===== src/rtl/led_shift_sequencer.sv =====
// Command-driven sequencer for an 8-bit circular LED shift register:
// a prescaled base tick, a programmable step period and a stop/run motion FSM.
module led_shift_sequencer #(
    parameter int unsigned CLK_FREQ      = 25_000_000,
    parameter int unsigned TICK_DIV      = CLK_FREQ / 100,
    parameter logic [7:0]  RESET_PATTERN = 8'h1F,
    parameter logic [7:0]  RESET_PERIOD  = 8'd99
) (
    input  logic       clk,
    input  logic       rst_n,
    input  logic       cmd_valid,
    output logic       cmd_ready,
    input  logic [2:0] cmd_op,
    input  logic [7:0] cmd_data,
    output logic [7:0] leds,
    output logic       running,
    output logic       step_pulse,
    output logic       cmd_err
);
    localparam int unsigned   PW         = $clog2(TICK_DIV);
    localparam logic [PW-1:0] PRESC_LAST = PW'(TICK_DIV - 1);

    localparam logic [2:0] OP_NOP        = 3'd0;
    localparam logic [2:0] OP_LOAD       = 3'd1;
    localparam logic [2:0] OP_SET_PERIOD = 3'd2;
    localparam logic [2:0] OP_START      = 3'd3;
    localparam logic [2:0] OP_STOP       = 3'd4;
    localparam logic [2:0] OP_STEP       = 3'd5;

    localparam logic [1:0] MODE_ROT_L  = 2'd0;
    localparam logic [1:0] MODE_ROT_R  = 2'd1;
    localparam logic [1:0] MODE_BOUNCE = 2'd2;
    localparam logic [1:0] MODE_RSVD   = 2'd3;

    typedef enum logic {ST_STOP, ST_RUN} state_t;

    state_t        state;
    logic [7:0]    period;
    logic [7:0]    per_cnt;
    logic [PW-1:0] presc;
    logic [1:0]    mode;
    logic          dir_right;

    logic       tick_last;
    logic       step_now;
    logic [7:0] rot_l;
    logic [7:0] rot_r;
    logic [7:0] step_leds;
    logic       step_dir;

    assign tick_last = (presc == PRESC_LAST);
    assign step_now  = (state == ST_RUN) && tick_last && (per_cnt == period);
    assign cmd_ready = !step_now;
    assign running   = (state == ST_RUN);

    // Next pattern and direction if a step happens this cycle.
    always_comb begin
        // NOTE: every output gets a default first so no path can infer a latch.
        rot_l     = {leds[6:0], leds[7]};
        rot_r     = {leds[0], leds[7:1]};
        step_leds = rot_l;
        step_dir  = dir_right;
        case (mode)
            MODE_ROT_R: step_leds = rot_r;
            MODE_BOUNCE: begin
                if (!dir_right && leds[7]) begin
                    step_dir  = 1'b1;
                    step_leds = rot_r;
                end else if (dir_right && leds[0]) begin
                    step_dir  = 1'b0;
                    step_leds = rot_l;
                end else begin
                    step_leds = dir_right ? rot_r : rot_l;
                end
            end
            default: step_leds = rot_l;
        endcase
    end

    always_ff @(posedge clk or negedge rst_n) begin
        // NOTE: sequential state uses non-blocking assignments only, so every
        // register samples the pre-edge values regardless of statement order.
        if (!rst_n) begin
            state      <= ST_RUN;
            leds       <= RESET_PATTERN;
            period     <= RESET_PERIOD;
            mode       <= MODE_ROT_L;
            dir_right  <= 1'b0;
            presc      <= '0;
            per_cnt    <= '0;
            step_pulse <= 1'b0;
            cmd_err    <= 1'b0;
        end else begin
            step_pulse <= 1'b0;
            cmd_err    <= 1'b0;

            if (state == ST_RUN) begin
                if (tick_last) begin
                    presc   <= '0;
                    per_cnt <= per_cnt + 8'd1;
                end else begin
                    presc <= presc + 1'b1;
                end
            end

            // NOTE: a later non-blocking assignment to the same register wins,
            // so the clears below override the free-running count above.
            if (step_now) begin
                leds       <= step_leds;
                dir_right  <= step_dir;
                step_pulse <= 1'b1;
                per_cnt    <= '0;
            end else if (cmd_valid) begin
                case (cmd_op)
                    OP_NOP: ;
                    OP_LOAD: begin
                        leds    <= cmd_data;
                        presc   <= '0;
                        per_cnt <= '0;
                    end
                    OP_SET_PERIOD: begin
                        period  <= cmd_data;
                        presc   <= '0;
                        per_cnt <= '0;
                    end
                    OP_START: begin
                        if (cmd_data[1:0] == MODE_RSVD) begin
                            cmd_err <= 1'b1;
                        end else begin
                            mode      <= cmd_data[1:0];
                            dir_right <= 1'b0;
                            state     <= ST_RUN;
                            presc     <= '0;
                            per_cnt   <= '0;
                        end
                    end
                    OP_STOP: begin
                        state   <= ST_STOP;
                        presc   <= '0;
                        per_cnt <= '0;
                    end
                    OP_STEP: begin
                        // A manual step is only meaningful while stopped.
                        if (state == ST_STOP) begin
                            leds       <= step_leds;
                            dir_right  <= step_dir;
                            step_pulse <= 1'b1;
                        end
                    end
                    default: cmd_err <= 1'b1;
                endcase
            end
        end
    end

endmodule

===== config.mk =====
export PLATFORM = sky130hd
export DESIGN_NAME = led_shift_sequencer
export DESIGN_NICKNAME = d
export VERILOG_FILES = /design/src/rtl/led_shift_sequencer.sv
export SDC_FILE = /design/constraint.sdc
export NUM_CORES = 1
export LEC_CHECK = 0
export ABC_AREA = 0
export BUFFER_PORTS_ARGS = -buffer_cell sky130_fd_sc_hd__clkbuf_2
export CORE_MARGIN = 2
export CORE_UTILIZATION = 59
export CTS_CLUSTER_DIAMETER = 150
export DETAILED_ROUTE_END_ITERATION = 8
export GPL_ROUTABILITY_DRIVEN = 0
export PLACE_DENSITY = 0.8
export SYNTH_ARGS = -nofsm -noshare
export SYNTH_HDL_FRONTEND = slang
export SYNTH_SLANG_ARGS = --single-unit

===== constraint.sdc =====
create_clock -name clk -period 2.45 [get_ports clk]
set_clock_uncertainty 0.15 [all_clocks]
set_input_delay 0.245 -clock clk [delete_from_list [all_inputs] [get_ports clk]]
set_output_delay 0.245 -clock clk [all_outputs]
set_load 0.005 [all_outputs]

* Yosys cells after proc, flatten, opt, wreduce, memory -nomap -nowiden *
Cells that the tools add are included.

storage, ports and cells
  bits in registers = 48
  bits of input ports = 14
  output and inout bits = 12
  word-level logic and storage cells = 82

operators by class
  $add $sub $neg = 2
  eq/ne operators = 13
  mux-type cells = 38
  bitwise gates (word level) = 2
  reductions and logical operators = 18

operator list
  operator               count
  $mux 18                5
  $mux 8                 11
  $pmux 8 s2             3
  $pmux 18 s2            1
  $add 18x1->18 const B  1
  $eq 18x18->1 const B   1
  $mux 1                 15
  $reduce_and 4->1       3
  $add 8x1->8 const B    1
  $eq 8x8->1             1
  $eq 3x2->1 const B     2
  $eq 3x3->1 const B     2
  $ne 3x3->1 const B     2
  $pmux 1 s2             3
  $reduce_and 3->1       2
  $reduce_bool 3->1      2
  $reduce_or 5->1        1
  $eq 2x2->1 const B     2
  $logic_and 1x1->1      4
  $reduce_bool 2->1      2
  $eq 3x1->1 const B     1
  $logic_not 3->1        1
  $reduce_or 3->1        1
  $eq 2x1->1 const B     1
  3 further kinds        5

* Depth between registers and ports, before layout *
  depth after elaboration = 8
  depth in mapped cells = 8
  mapped depth without buffers = 7

* Worst setup path before layout *
OpenSTA, ideal clock, no wires.

  path kind = reg-to-reg
  start point = register presc[13]
  end point = register period[2]
  library setup time = 0.125 ns
  data arrival time = 1.923 ns
  data required time = 2.175 ns
  path slack = 0.252 ns
  stages on the path, launching flop included = 7
  clock period less this slack = 2.198 ns
  path through = dfrtp_1 nor4b_2 nand4_4 nor4_4 nor4bb_1 buf_6 mux2_4

between the ends
  cells in the longest elaborated chain, start to end = 5

ends and longest elaborated chain
  what                            line  source
  from (decl)                     40    logic [PW-1:0] presc;
  from (signal assigned)          102   presc <= presc + 1'b1;
  $eq 18x18->1                    51    assign tick_last = (presc == PRESC_LAST);
  $logic_and 1x1->1 (2 in a row)  52    assign step_now = (state == ST_RUN) && tick_last && (per_cnt == period);
  $not 1->1 (no line)             n/a
  $reduce_and 3->1 (no line)      n/a
  to (signal assigned)            122   period <= cmd_data;
  to (decl)                       38    logic [7:0] period;

No other way between the ends.
A chain may end at the register's enable or synchronous reset.

* Worst setup path in the final report *
  start point = register state (netlist: running)
  end point = output cmd_ready

between the ends
  cells in the longest elaborated chain, start to end = 3

ends and longest elaborated chain
  what                            line  source
  from (decl)                     37    state_t state;
  from (signal assigned)          84    state <= ST_RUN;
  from (signal assigned)          132   state <= ST_RUN;
  from (signal assigned)          138   state <= ST_STOP;
  $logic_and 1x1->1 (2 in a row)  52
  $logic_not 1->1                 53    assign cmd_ready = !step_now;
  to (decl)                       12    output logic cmd_ready,

No other way between the ends.

==> reports/metrics.csv <==
stage,metric,value,unit
logic_synthesis,top cell type's share of synthesized area,0.355,
pwr,Worst IR Drop VDD,498,µV
pwr,Lkg Pwr,1.34,nW
logic_synthesis,"FFs w/ async S/R, synth",1.00,
sta,Final Critical Period,2.33,ns
clock_tree,CTS tree,done,
placement,dpl hpwl,4100,µm
logic_synthesis,most frequent cell after synthesis,dfrtp_1,
logic_synthesis,post-synth cell types,49,
layout,nets,316,
logic_synthesis,syn nets,286,
critical_path,"slowest stage delay, CP",0.67,ns
pwr,P_int,0.00140,W
critical_path,crit-path cells,nand3_1 -> nor4_4 -> inv_2 -> clkbuf_2,
clock_tree,insertion delay to the later sink of the worst-skew pair,0.31,ns
route,Initial DRT Pass Iterations,5,
placement,port bufs,25,
layout,Multi-input gate area,1380,µm²
critical_path,CP endpoint kind,primary output,
logic_synthesis,Syn Area/Cell,10.0,µm²
logic_synthesis,Area contributors post-synth,"dfrtp_1 35%, dfstp_2 9.8%, xnor2_1 6.5%",
pwr,Sequential Power Share,0.510,
critical_path,Worst Path Arrival,1.94,ns
route,Final ANT Viol Nets,0,
logic_synthesis,synthesized flop and latch total,48,
route,routed wl met2,2760,µm
clock_tree,CTS buffer count,5,
sta,final count of negative-setup-slack endpoints,0,
critical_path,CP endpoint,cmd_ready,
critical_path,Worst R2R Setup Slack,0.31,ns
critical_path,CP Class,flip-flop to primary output,
placement,Area after DPL,2900,µm²
sta,Worst slew margin,0.293,
route,# DRC,0,
clock_tree,clk buf depth,2,
layout,share of layout cells above drive strength 1,0.237,
route,routed via count,2133,
sta,final hold vios,0,
critical_path,crit path from,running$_DFFE_PN1P_,
critical_path,R2R Path End,period[2]$_DFFE_PN0P_,
critical_path,WP buf/inv,2,
clock_tree,H-tree levels,2,
grt,initial antenna violation count,0,
floorplan,die area,5100,µm²
pwr,switching power,0.000622,W
min_path,worst min path class,input pin to flip-flop,
clock_tree,post-CTS sizing,0,
layout,Layout area overhead,11.8,%
critical_path,CP max stage cell,dfstp_2,
route,DR WL/cell,16.3,µm
route,Via density,6.08,
grt,largest net degree at the start of global routing,26,
layout,Ant. Diodes,0,
critical_path,depth of the most critical reg-to-reg path,5,
logic_synthesis,cell accounting for the most synthesized area,dfrtp_1,
route,DRT Wirelength,5740,µm
layout,Final Cell Area,3000,µm²
clock_tree,clk slew on worst S/H paths,0.09,ns
clock_tree,clk root buf,clkbuf_8,
logic_synthesis,"EDFF count, synth",0,
critical_path,Crit Path Max Fanout,13,
grt,vias in the first global route,2044,
clock_tree,clk sinks,48,
critical_path,critical path depth in cells,4,
floorplan,Rows,24,
sta,WHS,0.0439,ns
pwr,Sw Ratio,0.307,
sta,Final Cycle Share,0.952,
grt,first-pass GRT wire length,9690,µm
floorplan,total core area,4350,µm²
route,DRT met1 WL,2590,µm
sta,Worst-Margin Slew,1.05,ns
logic_synthesis,Yosys warnings,0,
layout,FILL cells,341,
floorplan,Starting Density,0.616,
critical_path,kind of start point of the critical path,flip-flop,
floorplan,I/O pins,26,
pwr,PD cells,676,nW/µm²
sta,Slew Limit Fails,0,
floorplan,Die Ht,71.4,µm
grt,GRT Util Overall,0.243,
route,WL met3,293,µm
pwr,combinational power share,0.248,
grt,total grt overflow,0,
logic_synthesis,most frequent cells after synthesis,"38 x dfrtp_1, 32 x nor2_1, 20 x xnor2_1",
floorplan,Die W,71.4,µm
route,DR iter-0 viols,234,
status,status,"complete, no violations",
logic_synthesis,top_reg_cell synth,dfrtp_1,
layout,register area,1210,µm²
critical_path,Worst Path Required,2.06,ns
logic_synthesis,"Seq/Total Area, Yosys",0.453,
run,# Max-Cap Violations,0,
logic_synthesis,cells after synthesis,268,
sta,Setup TNS Final,0,ns
sta,unrepaired setup endpoints after global routing,no,
critical_path,reg2reg start,running$_DFFE_PN1P_,
route,highest routed layer,met4,
critical_path,"CP delay by family, top",flip-flops,
pwr,clock power share,0.241,
logic_synthesis,Mapped Area,2680,µm²
sta,fmax,429,MHz
## logic make-up (layout without fill, tap and decap cells)
family / count (synthesis) / in the layout / synth area share
adders and majority gates: 4 / 4 / 0.0187
xor gates and xnor gates: 31 / 31 / 0.101
muxes: 9 / 9 / 0.0490
DFF: 48 / 48 / 0.453
and+or+nand+nor: 104 / 104 / 0.218
buffers and inverters: 21 / 52 / 0.0336
AOI/OAI and AO/OA: 51 / 51 / 0.127
## how the worst min path moves through the flow
stage | start | to | slack, ns | depth (start not counted)
finish | cmd_data[4] | period[4]$_DFFE_PN0P_ | 0.04 | 2
global route | cmd_data[4] | period[4]$_DFFE_PN0P_ | 0.04 | 2
CTS | cmd_data[3] | period[3]$_DFFE_PN0P_ | 0.03 | 2
detailed placement | rst_n | mode[0]$_DFFE_PN0P_ | 0.14 | 1
global placement | rst_n | mode[0]$_DFFE_PN0P_ | 0.13 | 1
floorplan | rst_n | cmd_err$_DFF_PN0_ | -0.20 | 0
## layout make-up
class	count	area share
clock buffers	8	0.0301
well taps	52	0.0217
inverters	10	0.0125
repair buffers	34	0.0693
multi-input cells	199	0.461
flip-flops and latches	48	0.405
## per-stage QoR
stage          setup slack [ns]   util  power (W)  instances
2_1_floorplan             0.252      -    0.00138        268
3_3_place_gp              0.282  0.665    0.00152        342
4_1_cts                 0.00449  0.688    0.00203        351
3_5_place_dp              0.221  0.665    0.00154        342
6_report                  0.119  0.688    0.00203        351
5_1_grt                  0.0316  0.688    0.00214        351
## registers in the layout (all words and copies together), names as in the netlist
name        count
presc          18
leds            8
per_cnt         8
period          8
mode            2
cmd_err         1
dir_right       1
running         1
step_pulse      1
## timing repair
action	CTS	global route
hold endpoints to repair	22	0
setup buffers	0	0
endpoints found under the setup margin	0	1
hold buffers	1	0
## power by group through the flow
stage | clock [W] | sequential, W | combinational [W]
after floorplan | 0 | 0.00101 | 0.000364
after global placement | 0 | 0.00104 | 0.000482
after detailed placement | 0 | 0.00104 | 0.000501
after CTS | 0.000495 | 0.00103 | 0.000503
after global routing | 0.000534 | 0.00105 | 0.000558
final | 0.000489 | 0.00103 | 0.000503
## per-layer routing
| layer | vias to the layer above | GRT usage |
|---|---|---|
| met1 | 1024 | 0.334 |
| met2 | 70 | 0.389 |
| met4 | 0 | 0.0860 |
| li1 | 1030 | - |
| met3 | 9 | 0.0436 |
| met5 | - | 0 |
## placed cells by master, fill, tap and decap left out, drive strengths merged, types with 3 or more instances in the layout
cell type | synthesis | layout
nand2b | 3 | 3
nor4 | 3 | 3
a31oi | 3 | 3
xnor2 | 20 | 20
inv | 10 | 10
clkbuf | 6 | 33
or2 | 4 | 4
dfrtp | 38 | 38
o21ai | 7 | 7
a22oi | 11 | 11
nor2 | 32 | 32
xor2 | 11 | 11
a21oi | 10 | 10
buf | 5 | 8
and3 | 10 | 10
nand2 | 15 | 15
nand4 | 11 | 11
nand3 | 9 | 9
mux2 | 9 | 9
o22ai | 8 | 8
dfstp | 10 | 10
nor3 | 8 | 8
ha | 4 | 4
## worst reg2reg max path, cell delays in order (launching register included)
cell	delay [ns]
dfstp_2	0.67
nand3_1	0.18
nor4_4	0.44
nor4bb_2	0.09
buf_4	0.20
mux2_4	0.30
Power figures use the tool's default switching activity.
